File: config.mk
export PLATFORM = sky130hd
export DESIGN_NAME = hazard_unit
export DESIGN_NICKNAME = d
export VERILOG_FILES = /design/src/rtl/hazard_unit.sv
export SDC_FILE = /design/constraint.sdc
export NUM_CORES = 1
export LEC_CHECK = 0
export CORE_MARGIN = 10
export CORE_UTILIZATION = 50
export CTS_CLUSTER_SIZE = 24
export DETAILED_ROUTE_END_ITERATION = 10
export GPL_TIMING_DRIVEN = 0
export PLACE_DENSITY_LB_ADDON = 0.12
export SETUP_SLACK_MARGIN = 0.2
export SLEW_MARGIN = 20
export SYNTH_ARGS = -nofsm -noshare
export SYNTH_HDL_FRONTEND = slang
export SYNTH_SLANG_ARGS = --single-unit
File: constraint.sdc
create_clock -name clk -period 6.9 [get_ports clk]
set_input_delay 1.035 -clock clk [delete_from_list [all_inputs] [get_ports clk]]
set_output_delay 1.035 -clock clk [all_outputs]
set_load 0.01 [all_outputs]
File: src/rtl/hazard_unit.sv
// hazard_unit: stall/flush/forward control plus memory-wait FSM and stall counter.
// Define HAZARD_FWD_EN for forwarding and load-use/branch stalls; otherwise D stalls on any RAW.
module hazard_unit #(
    parameter int TIMEOUT = 16
) (
    input  logic        clk,
    input  logic        rst,
    input  logic [4:0]  rsD,
    input  logic [4:0]  rtD,
    input  logic [4:0]  rsE,
    input  logic [4:0]  rtE,
    input  logic [4:0]  writeregE,
    input  logic [4:0]  writeregM,
    input  logic [4:0]  writeregW,
    input  logic        regwriteE,
    input  logic        regwriteM,
    input  logic        regwriteW,
    input  logic        memtoregE,
    input  logic        memtoregM,
    input  logic        branchD,
    input  logic        memreqM,
    input  logic        memackM,
    output logic        stallF,
    output logic        stallD,
    output logic        stallE,
    output logic        stallM,
    output logic        flushE,
    output logic        flushW,
    output logic        forwardAD,
    output logic        forwardBD,
    output logic [1:0]  forwardAE,
    output logic [1:0]  forwardBE,
    output logic        memerr,
    output logic [31:0] stallcnt
);
    localparam logic [0:0]  S_IDLE = 1'b0;
    localparam logic [0:0]  S_WAIT = 1'b1;
    localparam logic [15:0] LAST   = 16'(TIMEOUT - 1);

    logic [0:0]  r_state;
    logic [15:0] r_wcnt;
    logic        r_memerr;
    logic [31:0] r_stallcnt;
    logic        w_hzstall;
    logic        w_memstall;
    logic        w_last;
    logic        w_timeout;

`ifdef HAZARD_FWD_EN
    logic w_lwstall;
    logic w_branchstall;
    assign forwardAE = (rsE != 5'd0 && regwriteM && rsE == writeregM) ? 2'b10 :
                       (rsE != 5'd0 && regwriteW && rsE == writeregW) ? 2'b01 : 2'b00;
    assign forwardBE = (rtE != 5'd0 && regwriteM && rtE == writeregM) ? 2'b10 :
                       (rtE != 5'd0 && regwriteW && rtE == writeregW) ? 2'b01 : 2'b00;
    assign forwardAD = rsD != 5'd0 && regwriteM && rsD == writeregM;
    assign forwardBD = rtD != 5'd0 && regwriteM && rtD == writeregM;
    assign w_lwstall = memtoregE && (rtE == rsD || rtE == rtD);
    assign w_branchstall = branchD &&
        ((regwriteE && (writeregE == rsD || writeregE == rtD)) ||
         (memtoregM && (writeregM == rsD || writeregM == rtD)));
    assign w_hzstall = w_lwstall | w_branchstall;
`else
    logic w_unused;
    assign forwardAE = 2'b00;
    assign forwardBE = 2'b00;
    assign forwardAD = 1'b0;
    assign forwardBD = 1'b0;
    // W needs no check: the register file writes in the first half-cycle
    assign w_hzstall =
        (rsD != 5'd0 && ((regwriteE && rsD == writeregE) || (regwriteM && rsD == writeregM))) ||
        (rtD != 5'd0 && ((regwriteE && rtD == writeregE) || (regwriteM && rtD == writeregM)));
    assign w_unused = ^{rsE, rtE, writeregW, regwriteW, memtoregE, memtoregM, branchD};
`endif

    assign w_last     = r_wcnt == LAST;
    assign w_timeout  = r_state == S_WAIT && !memackM && w_last;
    assign w_memstall = !memackM &&
        ((r_state == S_IDLE && memreqM) || (r_state == S_WAIT && !w_last));

    assign stallF    = w_hzstall | w_memstall;
    assign stallD    = stallF;
    assign stallE    = w_memstall;
    assign stallM    = w_memstall;
    assign flushW    = w_memstall;
    assign flushE    = w_hzstall & ~w_memstall;
    assign memerr    = r_memerr;
    assign stallcnt  = r_stallcnt;

    always_ff @(posedge clk) begin
        if (rst) begin
            r_state    <= S_IDLE;
            r_wcnt     <= '0;
            r_memerr   <= 1'b0;
            r_stallcnt <= '0;
        end else begin
            r_state    <= (r_state == S_IDLE) ? ((memreqM && !memackM) ? S_WAIT : S_IDLE) :
                          ((memackM || w_last) ? S_IDLE : S_WAIT);
            r_wcnt     <= (r_state == S_WAIT) ? r_wcnt + 16'd1 : '0;
            r_memerr   <= r_memerr | w_timeout;
            r_stallcnt <= (stallF && r_stallcnt != 32'hFFFF_FFFF) ? r_stallcnt + 32'd1 : r_stallcnt;
        end
    end
endmodule
; Word level (Yosys, flattened, before mapping)
; Index checks and enable logic that the tools add are counted.
; W data, S select, Z words.
[word_totals]
regBits = 50
output_inout_bits = 45
word_cells = 43
[classes]
addsub = 2
eq_ne = 6
muxes = 3
n_bitwise = 5
n_reduce_logical = 23
[op_table]
columns = op, count
row1 = $add A32 B1 Y32 const B, 1
row2 = $ne A32 B32 Y1 const B, 1
row3 = $eq A5 B5 Y1, 4
row4 = $add A16 B1 Y16 const B, 1
row5 = $eq A16 B4 Y1 const B, 1
row6 = $logic_and A1 B1 Y1, 13
row7 = $reduce_bool A5 Y1, 2
row8 = $logic_or A1 B1 Y1, 5
row9 = $mux W1, 3
row10 = $logic_not A1 Y1, 2
row11 = $not A1 Y1, 2
row12 = $or A1 B1 Y1, 2
row13 = $reduce_or A2 Y1, 1
row14 = $and A1 B1 Y1, 1

; Longest topological paths before layout
[logic_depth]
word_depth = 7
depth_mapped = 11

; Worst setup path before layout
; No wires, ideal clock.
[synth_timing]
kind = input-to-output
from = input port rsD[1]
to = output port stallF
arrival_ns = 2.696
t_required_ns = 5.865
setup_slack_ns = 3.169
cell_stages = 6
n_path_buf = 1
cell_sequence = or4_1 nor2_2 nor3_1 nor4_4 nand2_1 buf_4
[synth_via]
elab_chain_cells = 6
elab_cells_between_ends = 9
cone_classes = eq/ne: 2 / bitwise: 1 / reduce/logical: 6
[synth_rtl]
columns = item, line_no
row1 = start: declaration, 8  ; input logic [4:0] rsD,
row2 = $eq A5 B5 Y1, 71  ; (rsD != 5'd0 && ((regwriteE && rsD == writeregE) || (regwriteM && rsD == writeregM))) ||
row3 = $logic_and A1 B1 Y1, 71
row4 = $logic_or A1 B1 Y1, 71
row5 = $logic_and A1 B1 Y1 *, 71
row6 = $logic_or A1 B1 Y1 *, 71
row7 = $or A1 B1 Y1 *, 81  ; assign stallF = w_hzstall | w_memstall;
row8 = end: declaration, 23  ; output logic stallF,
; Every way passes the cells marked *; elsewhere a longest branch is shown, timed or not.

; Final worst setup path
; Ends and elaborated chain as after synthesis.

==> metrics.md <==
| Metric | Value |
|---|---|
| FF-to-FF setup slack | 4.17 ns |
| I/O pin count | 90 |
| Clk pin slew, worst setup/hold paths | 0.09 ns |
| CTS tree | yes |
| FILL cells | 485 |
| N_diodes | 0 |
| Final min period | 4.82 ns |
| Worst Skew | 0.0117 ns |
| Final #Nets | 466 |
| Worst EP required | 5.86 ns |
| DP Wirelength | 5450 um |
| Via-to-Cell Ratio | 5.24 |
| Sw Share | 0.235 |
| Fraction of layout cells with a size suffix above 1 | 0.103 |
| Footprint of the multi-input gates | 1700 um2 |
| Hold Vio Cnt, Final | 0 |
| Leak pwr | 1.34 nW |
| Critical path destination | stallF |
| Top post-synthesis cells by count | 52 x nor2_1, 50 x dfxtp_1, 31 x xnor2_1 |
| Area Growth Syn to Fin | 30.1% |
| Die footprint | 9110 um2 |
| Fmax achieved | 208 MHz |
| Drt drc | 0 |
| Place WS | 2.09 ns |
| Slew Viols, Final | 0 |
| Post-synth ARST share | 0 |
| Final Setup Violations | 0 |
| CTS root buffer | clkbuf_8 |
| VDD IR-drop max | 0.103 mV |
| Grt ovf | 0 |
| Critical path class | in2out |
| Sequential element share of the synthesized area | 0.352 |
| Status | completed |
| Gpl congestion | 0.838 |
| Gate power share | 0.134 |
| Setup_tns | 0 ns |
| Row count | 27 |
| Dominant synthesized flop cell | dfxtp_1 |
| Storage element area | 1000 um2 |
| Startpoint Class | primary input |
| Initial antenna violation count | 0 |
| Synth cell types | 40 |
| Worst skew pair latency | 0.30 ns |
| Sequential power share | 0.512 |
| Detailed router's first-iteration violation count | 88 |
| Die Ht | 95.5 um |
| Clk pwr share | 0.354 |
| Detailed Route WL | 7030 um |
| Post-synthesis instance total | 343 |
| Via Count | 2573 |
| Worst Setup SP | rsD[1] |
| Cell taking the most area after synthesis | dfxtp_1 |
| RSZ-0062 raised after global routing | false |
| Max clock buf depth | 2 |
| Cell Count, Final, Fillers Out | 491 |
| Final ANT Viol Nets | 0 |
| Pin count of the biggest net entering global routing | 16 |
| Total track usage | 0.155 |
| Crit path arrival time | 3.78 ns |
| WL/cell | 14.3 um |
| Post-layout util | 0.673 |
| FF-to-FF End | stallcnt[31] |
| Int Pwr | 0.437 mW |
| Pwr Total | 0.571 mW |
| R2R depth | 10 |
| Synth top area cells | dfxtp_1 35%, xnor2_1 9.5%, nor2_1 6.9%, nand4_1 4.0%, nand3_1 3.2% |
| # Max-Cap Violations | 0 |
| Num CTS Buffers | 5 |
| Netlist Area Pre-Place | 2850 um2 |
| Pwr dens | 154 nW/um2 |
| Seq cells post-synth | 50 |
| Core area | 5510 um2 |
| Drt pass-1 iters | 4 |
| First-pass GRT wire length | 11600 um |
| Most common cell in the netlist | nor2_1 |
| Fin crit share | 0.698 |
| PostCTS Resize Cnt | 0 |
| Switching power | 0.134 mW |
| Max transition margin | 0.499 |
| Yosys warning total | 0 |
| Synth top area share | 0.352 |
| Worst r2r src | r_wcnt[0] |
| Avg Cell Area, Syn | 8.30 um2 |
| CP max FO | 10 |
| EDFF count, synth | 0 |
| Clk sinks | 50 |
| Hold_buf cts | 0 |
| CP endpoint kind | output pin |
| Vias in the first global route | 2449 |
| Slew @ Worst Pin | 0.746 ns |
| Worst setup margin | 2.08 ns |
| Placed insts | 484 |
| Die width | 95.5 um |
| Worst hold path class | reg2reg |
| Number of port buffers | 64 |
| Post-CTS setup buffer count | 0 |
| CTS HTree Levels | 2 |
| Starting Density | 0.517 |
-- how the worst min path moves through the flow --
stage / startpoint / endpoint / slack, ns / cells past startpoint
2_1_floorplan: r_wcnt[0] / r_wcnt[0] / 0.43 / 1
3_3_place_gp: r_wcnt[0] / r_wcnt[0] / 0.45 / 1
3_5_place_dp: memerr / memerr / 0.47 / 2
4_1_cts: memerr / memerr / 0.49 / 2
5_1_grt: r_wcnt[0] / r_wcnt[0] / 0.51 / 1
6_report: r_wcnt[0] / r_wcnt[0] / 0.49 / 1
-- critical path, stage by stage --
cell             delay, ns
clkdlybuf4s50_1       0.48
or4_1                 0.56
nor2_2                0.12
nor3_1                0.09
nor4_4                0.70
nand2_1               0.16
buf_4                 0.16
clkdlybuf4s50_1       0.47
-- logic make-up after synthesis --
| kind of cell | synth area share |
|---|---|
| muxes | 0.0470 |
| other | 0.00132 |
| AOI/OAI and AO/OA | 0.0884 |
| xor gates and xnor gates | 0.123 |
| DFF | 0.352 |
| buffers and inverters | 0.0585 |
| adders and majority gates | 0.00879 |
| and+or+nand+nor | 0.321 |
-- sequential cells by signal, indices dropped and copies added (netlist names) --
signal    flops
r_wcnt       16
r_state       1
stallcnt     32
memerr        1
-- through the flow --
stage,area (um2),hold slack (ns)
after global placement,3600,0.447
after detailed placement,3600,0.471
after global routing,3700,0.511
final,3700,0.486
after floorplan,2870,0.430
after CTS,3700,0.490
-- layout by cell type, fill, tap and decap left out, types with 3 or more instances in the layout --
master | netlist | final
clkdlybuf4s50_1 | 0 | 64
nor2_1 | 52 | 52
dfxtp_1 | 50 | 50
xnor2_1 | 31 | 31
nand4_1 | 18 | 18
nand2_1 | 18 | 18
nand3_1 | 18 | 18
and3_1 | 14 | 14
a21oi_1 | 13 | 13
nor2b_1 | 11 | 11
inv_1 | 10 | 10
buf_4 | 10 | 10
clkbuf_1 | 9 | 9
xor2_1 | 9 | 9
or4_1 | 8 | 8
nand2b_1 | 7 | 7
and2_1 | 7 | 7
and4_1 | 6 | 6
o21ai_0 | 6 | 6
a31o_2 | 6 | 6
mux2_4 | 6 | 6
conb_1 | 1 | 6
nor3_1 | 5 | 5
clkbuf_8 | 0 | 5
a211oi_1 | 3 | 3
or3_1 | 3 | 3
a21o_2 | 3 | 3
mux2_2 | 3 | 3
-- power groups by stage --
stage / logic [mW] / clock network [mW] / registers, mW
final: 0.0768 / 0.202 / 0.293
after global routing: 0.0838 / 0.216 / 0.293
after CTS: 0.0768 / 0.207 / 0.293
after detailed placement: 0.0764 / 0 / 0.299
after global placement: 0.0754 / 0 / 0.299
after floorplan: 0.0399 / 0 / 0.300
-- layer usage --
metal | wire length [um] | GRT usage
met5 | 0 | 0
met4 | 57 | 0.0405
met3 | 412 | 0.0346
met2 | 3520 | 0.285
met1 | 3030 | 0.176
-- cell type report --
| class | count | share of cell area |
|---|---|---|
| buffer | 22 | 0.0348 |
| inverter | 10 | 0.0101 |
| sequential | 50 | 0.270 |
| tap | 72 | 0.0243 |
| multi-input combinational | 266 | 0.458 |
| timing repair buffer | 64 | 0.173 |
| clock inverter | 2 | 0.0105 |
| clock buffer | 5 | 0.0186 |
No activity file was read; power rests on OpenSTA's default activity.
